<file path="config.mk">
export PLATFORM = sky130hd
export DESIGN_NAME = shift_xfer_ctrl
export DESIGN_NICKNAME = d
export VERILOG_FILES = /design/src/rtl/shift_xfer_pkg.sv /design/src/rtl/shift_xfer_cnt.sv /design/src/rtl/shift_xfer_ctrl.sv
export SDC_FILE = /design/constraint.sdc
export NUM_CORES = 1
export LEC_CHECK = 0
export ABC_AREA = 1
export CAP_MARGIN = 15
export CORE_MARGIN = 1
export CORE_UTILIZATION = 40
export DETAILED_ROUTE_END_ITERATION = 10
export HOLD_SLACK_MARGIN = 0.1
export PLACE_DENSITY = 0.66
export RECOVER_POWER = 50
export SLEW_MARGIN = 20
export SYNTH_ARGS = -nofsm -noshare
export SYNTH_HDL_FRONTEND = slang
export SYNTH_SLANG_ARGS = --single-unit
export TNS_END_PERCENT = 10
</file>
<file path="constraint.sdc">
create_clock -name clk -period 1.96 [get_ports clk]
set_clock_uncertainty 0.1 [all_clocks]
set_input_delay 0.588 -clock clk [delete_from_list [all_inputs] [get_ports clk]]
set_output_delay 0.588 -clock clk [all_outputs]
set_load 0.02 [all_outputs]
</file>
<file path="src/rtl/shift_xfer_pkg.sv">
// Shared types and helpers for the shift-register transfer controller.
//   state_t   : 2-bit FSM encoding (IDLE, FEED, DONE)
//   cnt_width : bit width of the per-transfer cycle counter
package shift_xfer_pkg;

  typedef logic [1:0] state_t;

  localparam state_t IDLE = 2'd0;
  localparam state_t FEED = 2'd1;
  localparam state_t DONE = 2'd2;

  // Counter must hold 0..size+width without wrapping.
  function automatic int unsigned cnt_width(input int unsigned size, input int unsigned width);
    return $clog2(size + width + 1);
  endfunction

endpackage

</file>
<file path="src/rtl/shift_xfer_cnt.sv">
// Transfer cycle counter.
//   clk, rstn : clock, async active-low reset
//   clr       : restart at 0 (priority over en)
//   en        : advance one step per cycle, saturating at the last value
//   cap_en    : cyc >= SIZE (SO now carries word bits)
//   last      : cyc == SIZE+WIDTH-1 (final cycle of the transfer)
module shift_xfer_cnt
  import shift_xfer_pkg::*;
#(
  parameter int unsigned SIZE  = 4,
  parameter int unsigned WIDTH = 8
) (
  input  logic clk,
  input  logic rstn,
  input  logic clr,
  input  logic en,
  output logic cap_en,
  output logic last
);

  localparam int unsigned CW = cnt_width(SIZE, WIDTH);

  logic [CW-1:0] cyc;

  // Counter holds at the last value so it never wraps.
  always_ff @(posedge clk or negedge rstn) begin
    if (!rstn) begin
      cyc <= '0;
    end else if (clr) begin
      cyc <= '0;
    end else if (en && !last) begin
      cyc <= cyc + CW'(1);
    end
  end

  assign cap_en = (cyc >= CW'(SIZE));
  assign last   = (cyc == CW'(SIZE + WIDTH - 1));

endmodule

</file>
<file path="src/rtl/shift_xfer_ctrl.sv">
// Transfer controller for an external SIZE-stage SI->SO shift register.
// Takes a parallel word, streams it LSB-first on sr_si, captures it back
// from sr_so SIZE cycles later, and presents the reassembled word.
//   clk, rstn            : clock, async active-low reset
//   in_valid/in_ready    : input handshake (in_ready combinational, high in IDLE)
//   in_data              : word to transfer
//   sr_si / sr_so        : serial out to / serial in from the shift register
//   out_valid/out_ready  : output handshake; out_data held while stalled
//   busy                 : transfer in FEED or DONE
//   err_mismatch         : sticky loopback mismatch flag
// Optional build macro SHIFT_XFER_CHECK_EN enables the mismatch checker;
// without it err_mismatch is tied low.
module shift_xfer_ctrl
  import shift_xfer_pkg::*;
#(
  parameter int unsigned SIZE  = 4,
  parameter int unsigned WIDTH = 8
) (
  input  logic             clk,
  input  logic             rstn,
  input  logic             in_valid,
  output logic             in_ready,
  input  logic [WIDTH-1:0] in_data,
  output logic             sr_si,
  input  logic             sr_so,
  output logic             out_valid,
  input  logic             out_ready,
  output logic [WIDTH-1:0] out_data,
  output logic             busy,
  output logic             err_mismatch
);

  state_t           state_q, state_d;
  logic [WIDTH-1:0] tx_q, tx_d;
  logic [WIDTH-1:0] rx_q, rx_d;
  logic [WIDTH-1:0] out_data_q, out_data_d;
  logic             sr_si_q, sr_si_d;
  logic             out_valid_q, out_valid_d;
  logic             busy_q, busy_d;
  logic             accept;
  logic             cap_en;
  logic             last;
  logic [WIDTH-1:0] rx_shift;

  assign in_ready = (state_q == IDLE);
  assign accept   = in_valid && in_ready;

  shift_xfer_cnt #(
    .SIZE  (SIZE),
    .WIDTH (WIDTH)
  ) u_cnt (
    .clk    (clk),
    .rstn   (rstn),
    .clr    (accept),
    .en     (state_q == FEED),
    .cap_en (cap_en),
    .last   (last)
  );

  // Incoming SO bit enters at the MSB so the first captured bit ends at bit 0.
  generate
    if (WIDTH == 1) begin : g_rx1
      assign rx_shift = sr_so;
    end else begin : g_rxn
      assign rx_shift = {sr_so, rx_q[WIDTH-1:1]};
    end
  endgenerate

  // Next-state and datapath logic.
  always_comb begin
    state_d     = state_q;
    tx_d        = tx_q;
    rx_d        = rx_q;
    out_data_d  = out_data_q;
    sr_si_d     = sr_si_q;
    out_valid_d = out_valid_q;
    busy_d      = busy_q;
    case (state_q)
      IDLE: begin
        if (accept) begin
          state_d = FEED;
          tx_d    = in_data >> 1;
          sr_si_d = in_data[0];
          rx_d    = '0;
          busy_d  = 1'b1;
        end
      end
      FEED: begin
        // tx shifts in zeros, so once the word is out sr_si flushes with 0.
        sr_si_d = tx_q[0];
        tx_d    = tx_q >> 1;
        if (cap_en) begin
          rx_d = rx_shift;
        end
        if (last) begin
          state_d     = DONE;
          out_data_d  = rx_shift;
          out_valid_d = 1'b1;
          sr_si_d     = 1'b0;
        end
      end
      DONE: begin
        if (out_ready) begin
          state_d     = IDLE;
          out_valid_d = 1'b0;
          busy_d      = 1'b0;
        end
      end
      default: begin
        state_d = IDLE;
      end
    endcase
  end

  // State and datapath registers.
  always_ff @(posedge clk or negedge rstn) begin
    if (!rstn) begin
      state_q     <= IDLE;
      tx_q        <= '0;
      rx_q        <= '0;
      out_data_q  <= '0;
      sr_si_q     <= 1'b0;
      out_valid_q <= 1'b0;
      busy_q      <= 1'b0;
    end else begin
      state_q     <= state_d;
      tx_q        <= tx_d;
      rx_q        <= rx_d;
      out_data_q  <= out_data_d;
      sr_si_q     <= sr_si_d;
      out_valid_q <= out_valid_d;
      busy_q      <= busy_d;
    end
  end

  assign sr_si     = sr_si_q;
  assign out_valid = out_valid_q;
  assign out_data  = out_data_q;
  assign busy      = busy_q;

`ifdef SHIFT_XFER_CHECK_EN
  logic [WIDTH-1:0] shadow_q;
  logic             err_q;

  // Compare the returned word against the accepted one on entry to DONE.
  always_ff @(posedge clk or negedge rstn) begin
    if (!rstn) begin
      shadow_q <= '0;
      err_q    <= 1'b0;
    end else begin
      if (accept) begin
        shadow_q <= in_data;
      end
      if ((state_q == FEED) && last && (rx_shift != shadow_q)) begin
        err_q <= 1'b1;
      end
    end
  end

  assign err_mismatch = err_q;
`else
  assign err_mismatch = 1'b0;
`endif

endmodule
</file>
==> results.sh, run 1 <==
export IMPL_powerDensity_nw_per_um2=1440
export IMPL_gp_congestion=0.735
export IMPL_postRouteAntennaNets=0
export IMPL_cts_clk_slew_worst_paths_ns=0.10
export IMPL_clk_path_buf_depth=2
export IMPL_nNetsFinal=207
export IMPL_seq_area_frac_synth=0.543
export IMPL_dp_cells=232
export IMPL_drive_gt1_frac=0.139
export IMPL_synth_cells=164
export IMPL_rsz0062_at_grt="no"
export IMPL_worstPathMaxFanout=13
export IMPL_grt_pass1_wl_microns=4490
export IMPL_crit_path_start_kind="input port"
export IMPL_grt_total_usage=0.167
export IMPL_drt_pass1_iterations=4
export IMPL_yosysWarnings=0
export IMPL_io_pins=26
export IMPL_dp_hpwl_microns=1960
export IMPL_avgSynthCellArea_sq_um=8.70
export IMPL_drc=0
export IMPL_hold_viol=0
export IMPL_max_freq_mhz=559
export IMPL_cts_tree="done"
export IMPL_cp_data_required_time_ns=2.08
export IMPL_reg2reg_from="state_q[0]"
export IMPL_setup_worst_path_end_class="flip-flop"
export IMPL_numCtsBuffers=5
export IMPL_crit_type="in -> reg"
export IMPL_wl_per_cell_microns=11.3
export IMPL_syn_to_final_growth_pct=22.3
export IMPL_timing_critical_path_mode_cell="nand2_1"
export IMPL_vias=1125
export IMPL_post_route_period_util=0.913
export IMPL_timing_setup_tns_ns=0
export IMPL_port_buffers=24
export IMPL_drv_slew=0
export IMPL_die_x_microns=61.7
export IMPL_worst_pin_slew_ns=0.766
export IMPL_maxCapViolations=0
export IMPL_core_sq_um=3390
export IMPL_routed_wl_microns=2700
export IMPL_placedInstanceArea_sq_um=1700
export IMPL_period_needed_ns=1.79
export IMPL_synth_distinct_cells=24
export IMPL_path_delay_family="buffers and inverters"
export IMPL_grt_pass1_vias=1061
export IMPL_root_buffer="clkbuf_4"
export IMPL_clock_sinks=31
export IMPL_crit_start="in_valid"
export IMPL_ir_worst_vdd_uv=555
export IMPL_initial_core_util=0.421
export IMPL_grt_overflow=0
export IMPL_syn_num_nets=178
export IMPL_drt_iter0_drc=48
export IMPL_drt_vias_per_instance=4.69
export IMPL_die_h_microns=61.7
export IMPL_grt_max_degree=32
export IMPL_hold_path_class="reg -> reg"
export IMPL_place_ws_ns=0.0418
export IMPL_max_stage_delay_ns=0.60
export IMPL_crit_chain="dlygate4sd3_1 -> o21ai_2 -> inv_1 -> nand2_2 -> nand2_1 -> nand2_1"
export IMPL_leakage_nw=0.915
export IMPL_setup_violations=0
export IMPL_rows=21
export IMPL_ys_ff_latch=31
export IMPL_worstHoldStart="out_data[4]"
export IMPL_slew_headroom=0.489
export IMPL_htreeDepth=2
export IMPL_worstPathArrival_ns=1.91
export IMPL_path_buf_inv=2
export IMPL_antenna_cells=0
export IMPL_outcome="finished clean"
export IMPL_antenna_found_initial=0
export IMPL_layout_cells_non_filler=240
export IMPL_clk_latency_ns=0.33
export IMPL_worst_slack_ns=0.171
export IMPL_cts_setup_buffers=0
export IMPL_whs_ns=0.375
export IMPL_slowest_stage="dlygate4sd3_1"
export IMPL_final_area_sq_um=1750
export IMPL_dieArea_sq_um=3810
export IMPL_syn_area_sq_um=1430
## layout by cell type (no fill, tap or decap), types with 3 or more instances in the layout
cell type        netlist  layout
dfrtp_1               31      30
o21ai_1                8       7
o21ai_0                6       7
clkdlybuf4s50_1        0       9
nand2_1               57      57
dlygate4sd2_1          0      11
nor2_1                 4       4
clkbuf_4               0       5
nand3_1               16      16
inv_1                 13      14
dlygate4sd3_1          0       3
nand2_2                5       5
nor2_2                 2       3
## synthesized netlist by cell type
| cell | n | share of area |
|---|---|---|
| a21boi_0 | 1 | 0.0053 |
| and3_1 | 1 | 0.0044 |
| buf_2 | 1 | 0.0035 |
| buf_4 | 1 | 0.0053 |
| buf_6 | 3 | 0.024 |
| conb_1 | 1 | 0.0026 |
| dfrtp_1 | 31 | 0.54 |
| ha_1 | 1 | 0.0088 |
| inv_1 | 13 | 0.034 |
| inv_2 | 3 | 0.0079 |
| nand2_1 | 57 | 0.15 |
| nand2_2 | 5 | 0.022 |
| nand2_4 | 1 | 0.0079 |
| nand3_1 | 16 | 0.056 |
| nand4_1 | 2 | 0.0088 |
| nor2_1 | 4 | 0.011 |
| nor2_2 | 2 | 0.0088 |
| nor2_4 | 2 | 0.016 |
| o211ai_2 | 1 | 0.0088 |
| o21ai_0 | 6 | 0.021 |
| o21ai_1 | 8 | 0.028 |
| o21ai_2 | 2 | 0.012 |
| o31ai_1 | 1 | 0.0053 |
| xor2_1 | 1 | 0.0061 |
## final timing paths
| path | depth (start not counted) | to | slack, ns |
|---|---|---|---|
| setup reg to reg | 6 | out_data[5] | 0.28 |
| hold reg to reg | 2 | out_data[4] | 0.37 |
| hold / removal | 2 | out_data[4] | 0.37 |
| max in group asynchronous | 2 | state_q[1] | 0.48 |
| min in group asynchronous | 2 | out_data[2] | 0.74 |
| setup / recovery | 6 | rx_q[3] | 0.17 |
## cells by family after synthesis
group	Yosys count	synth area share
XOR/XNOR	1	0.00614
other	1	0.00263
AO/OA/AOI/OAI	19	0.0806
AND/OR/NAND/NOR	90	0.284
flip-flops	31	0.543
adder cells (fa/ha/maj)	1	0.00876
buffers and inverters	21	0.0745
## per-stage QoR
step / power [mW] / utilization
floorplan: 1.85 / -
global placement: 2.15 / 0.502
detailed placement: 2.19 / 0.502
CTS: 2.56 / 0.519
global route: 2.75 / 0.515
finish: 2.51 / 0.515
## state kept, by name (all words and copies together) (netlist names)
register	cells
busy	1
out_data	8
out_valid	1
rx_q	7
sr_si	1
state_q	2
tx_q	7
u_cnt.cyc	4
## power breakdown
part	internal, mW	switching (mW)
combinational	0.377	0.653
clock	0.211	0.212
sequential	0.890	0.171
total	1.48	1.04
## final cells by class
class / count / area [sq um]
flip-flops and latches: 31 / 777
clock buffers: 8 / 68.8
well taps: 46 / 57.6
multi-input cells: 112 / 541
inverters: 16 / 60.1
repair buffers: 27 / 241
fillers: 330 / 1640
## worst min-delay path, delay by kind of cell (launching register included)
| kind | cells | cell delay [ns] |
|---|---|---|
| flip-flops | 1 | 0.35 |
| AND/OR/NAND/NOR | 2 | 0.10 |
## per-layer routing
metal,wire length (microns),share of wire,GRT usage,up-vias
met1,1280,0.47,0.198,523
met4,50,0.018,0.0762,0
met3,109,0.040,0.0559,6
li1,-,-,-,576
met5,0,0,0,-
met2,1270,0.47,0.276,20
## timing repair
item | in CTS | in global routing
gates resized for setup | 14 | 2
endpoints found under the setup margin | 12 | 1
hold endpoints to repair | 0 | 0
hold buffers | 0 | 0
Power figures use the tool's default switching activity.
==> inputs of run 2 (changes only) <==
clock period = 2 ns   (was 1.96 ns; I/O delays follow)
==> run 2 against run 1 <==
Compared with the run above:
- worst hold slack worse by 0.0042 ns
- final cell count unchanged
- via count up 0.53%
- flip-flop and latch count unchanged
- global-route usage up 0.63 points
- largest power group unchanged
==> results.sh, run 2 (synthesized netlist as in run 1, its figures left out) <==
export IMPL_leakage_nw=0.929
export IMPL_drc=0
export IMPL_clk_latency_ns=0.33
export IMPL_nNetsFinal=207
export IMPL_gp_congestion=0.736
export IMPL_rsz0062_at_grt="no"
export IMPL_initial_core_util=0.421
export IMPL_routed_wl_microns=2780
export IMPL_fill_cells=338
export IMPL_slew_headroom=0.489
export IMPL_p_sw_frac=0.413
export IMPL_grt_max_degree=32
export IMPL_multi_input_area_sq_um=541
export IMPL_drive_gt1_frac=0.134
export IMPL_layout_cells_non_filler=240
export IMPL_seqPwrFrac=0.419
export IMPL_hold_viol=0
export IMPL_syn_to_final_growth_pct=22.4
export IMPL_vias=1131
export IMPL_setup_worst_path_end_class="flip-flop"
export IMPL_outcome="finished clean"
export IMPL_area_sequential_sq_um=776
export IMPL_cp_data_required_time_ns=2.12
export IMPL_timing_setup_tns_ns=0
export IMPL_antenna_cells=0
export IMPL_layout_commonest_cell="nand2_1"
export IMPL_grt_overflow=0
export IMPL_maxCapViolations=0
export IMPL_grt_pass1_wl_microns=4680
export IMPL_grt_total_usage=0.174
export IMPL_crit_path_start_kind="input port"
export IMPL_p_int_mw=1.45
export IMPL_drt_vias_per_instance=4.71
export IMPL_grt_pass1_vias=1094
export IMPL_setup_violations=0
export IMPL_antenna_found_initial=0
export IMPL_crit_type="in -> reg"
export IMPL_final_core_util=0.516
export IMPL_powerDensity_nw_per_um2=1420
export IMPL_numCtsBuffers=5
export IMPL_rows=21
export IMPL_clk_path_buf_depth=2
export IMPL_dp_cells=232
export IMPL_drv_slew=0
export IMPL_io_pins=26
export IMPL_dieArea_sq_um=3810
export IMPL_max_freq_mhz=553
export IMPL_core_sq_um=3390
export IMPL_cts_tree="done"
export IMPL_die_x_microns=61.7
export IMPL_combPwrFrac=0.413
export IMPL_wl_per_cell_microns=11.6
export IMPL_root_buffer="clkbuf_4"
export IMPL_die_h_microns=61.7
export IMPL_mostFrequentLayoutCells="nand2_1 (57), dfrtp_1 (31), nand3_1 (16), inv_1 (14), dlygate4sd2_1 (10)"
export IMPL_htreeDepth=2
export IMPL_hold_path_class="reg -> reg"
export IMPL_p_sw_mw=1.02
export IMPL_ir_worst_vdd_uv=511
export IMPL_drt_iter0_drc=46
export IMPL_clock_sinks=31
export IMPL_clkPwrFrac=0.168
export IMPL_port_buffers=24
export IMPL_largest_reg_flops=8
export IMPL_cts_clk_slew_worst_paths_ns=0.09
export IMPL_dp_hpwl_microns=1990
export IMPL_ctsHoldBuffers=0
export IMPL_period_needed_ns=1.81
export IMPL_post_route_period_util=0.904
export IMPL_worstPathMaxFanout=13
export IMPL_worstPathArrival_ns=1.93
export IMPL_drt_pass1_iterations=4
export IMPL_postRouteAntennaNets=0
export IMPL_worst_pin_slew_ns=0.766
export IMPL_cts_setup_buffers=0
[run 2: changes by cell type in the layout (fill, tap and decap cells not counted)]
cell / previous run / this run
clkbuf_2: 1 / 2
dlygate4sd2_1: 11 / 10
dfrtp_1: 30 / 31
dfrtp_2: 1 / 0
dlymetal6s2s_1: 0 / 1
buf_2: 1 / 0
[run 2: cell type report]
cell class                      instances  share of cell area
Clock buffer                            8              0.0394
Inverter                               16              0.0344
Multi-Input combinational cell        112               0.309
Sequential cell                        31               0.444
Tap cell                               46              0.0329
Timing Repair Buffer                   27               0.140
[run 2: what timing repair did]
item	in CTS	in global routing
hold endpoints to repair	0	0
resized for setup	12	2
endpoints found under the setup margin	11	2
[run 2: final timing paths]
kind	start	to	slack [ns]	cells past startpoint
min	out_data[4]	out_data[4]	0.37	2
min reg2reg	out_data[4]	out_data[4]	0.37	2
min in group asynchronous	rstn	out_data[2]	0.76	2
max	in_valid	rx_q[3]	0.19	6
max reg2reg	state_q[0]	out_data[1]	0.30	6
max in group asynchronous	rstn	rx_q[6]	0.55	2
[run 2: power groups by stage]
stage / Sequential (mW) / Combinational [mW] / Clock, mW
floorplan: 1.11 / 0.698 / 0
global placement: 1.04 / 1.07 / 0
CTS: 1.04 / 1.05 / 0.428
global route: 1.07 / 1.18 / 0.457
finish: 1.04 / 1.02 / 0.415
detailed placement: 1.05 / 1.10 / 0
[run 2: per-stage QoR]
step	area [sq um]	worst slack, ns	hold slack, ns	total power, mW
after floorplan	1430	0.587	0.204	1.81
after global placement	1700	0.106	0.354	2.10
after detailed placement	1700	0.0789	0.360	2.15
after CTS	1760	0.000178	0.380	2.52
after global routing	1750	0.119	0.414	2.71
final	1750	0.191	0.371	2.47
[run 2: worst max-delay path: stages]
cell and delay, ns:
dlygate4sd3_1 0.61, o21ai_2 0.08, inv_1 0.32, nand2_2 0.17
nand2_1 0.09, nand2_1 0.05
[run 2: routing by layer]
metal	routed length [microns]	global-route usage	up-vias	share of wire
met4	43	0.0762	0	0.015
li1	-	-	576	-
met5	0	0	-	0
met2	1330	0.286	22	0.48
met3	101	0.0559	5	0.036
met1	1310	0.210	528	0.47
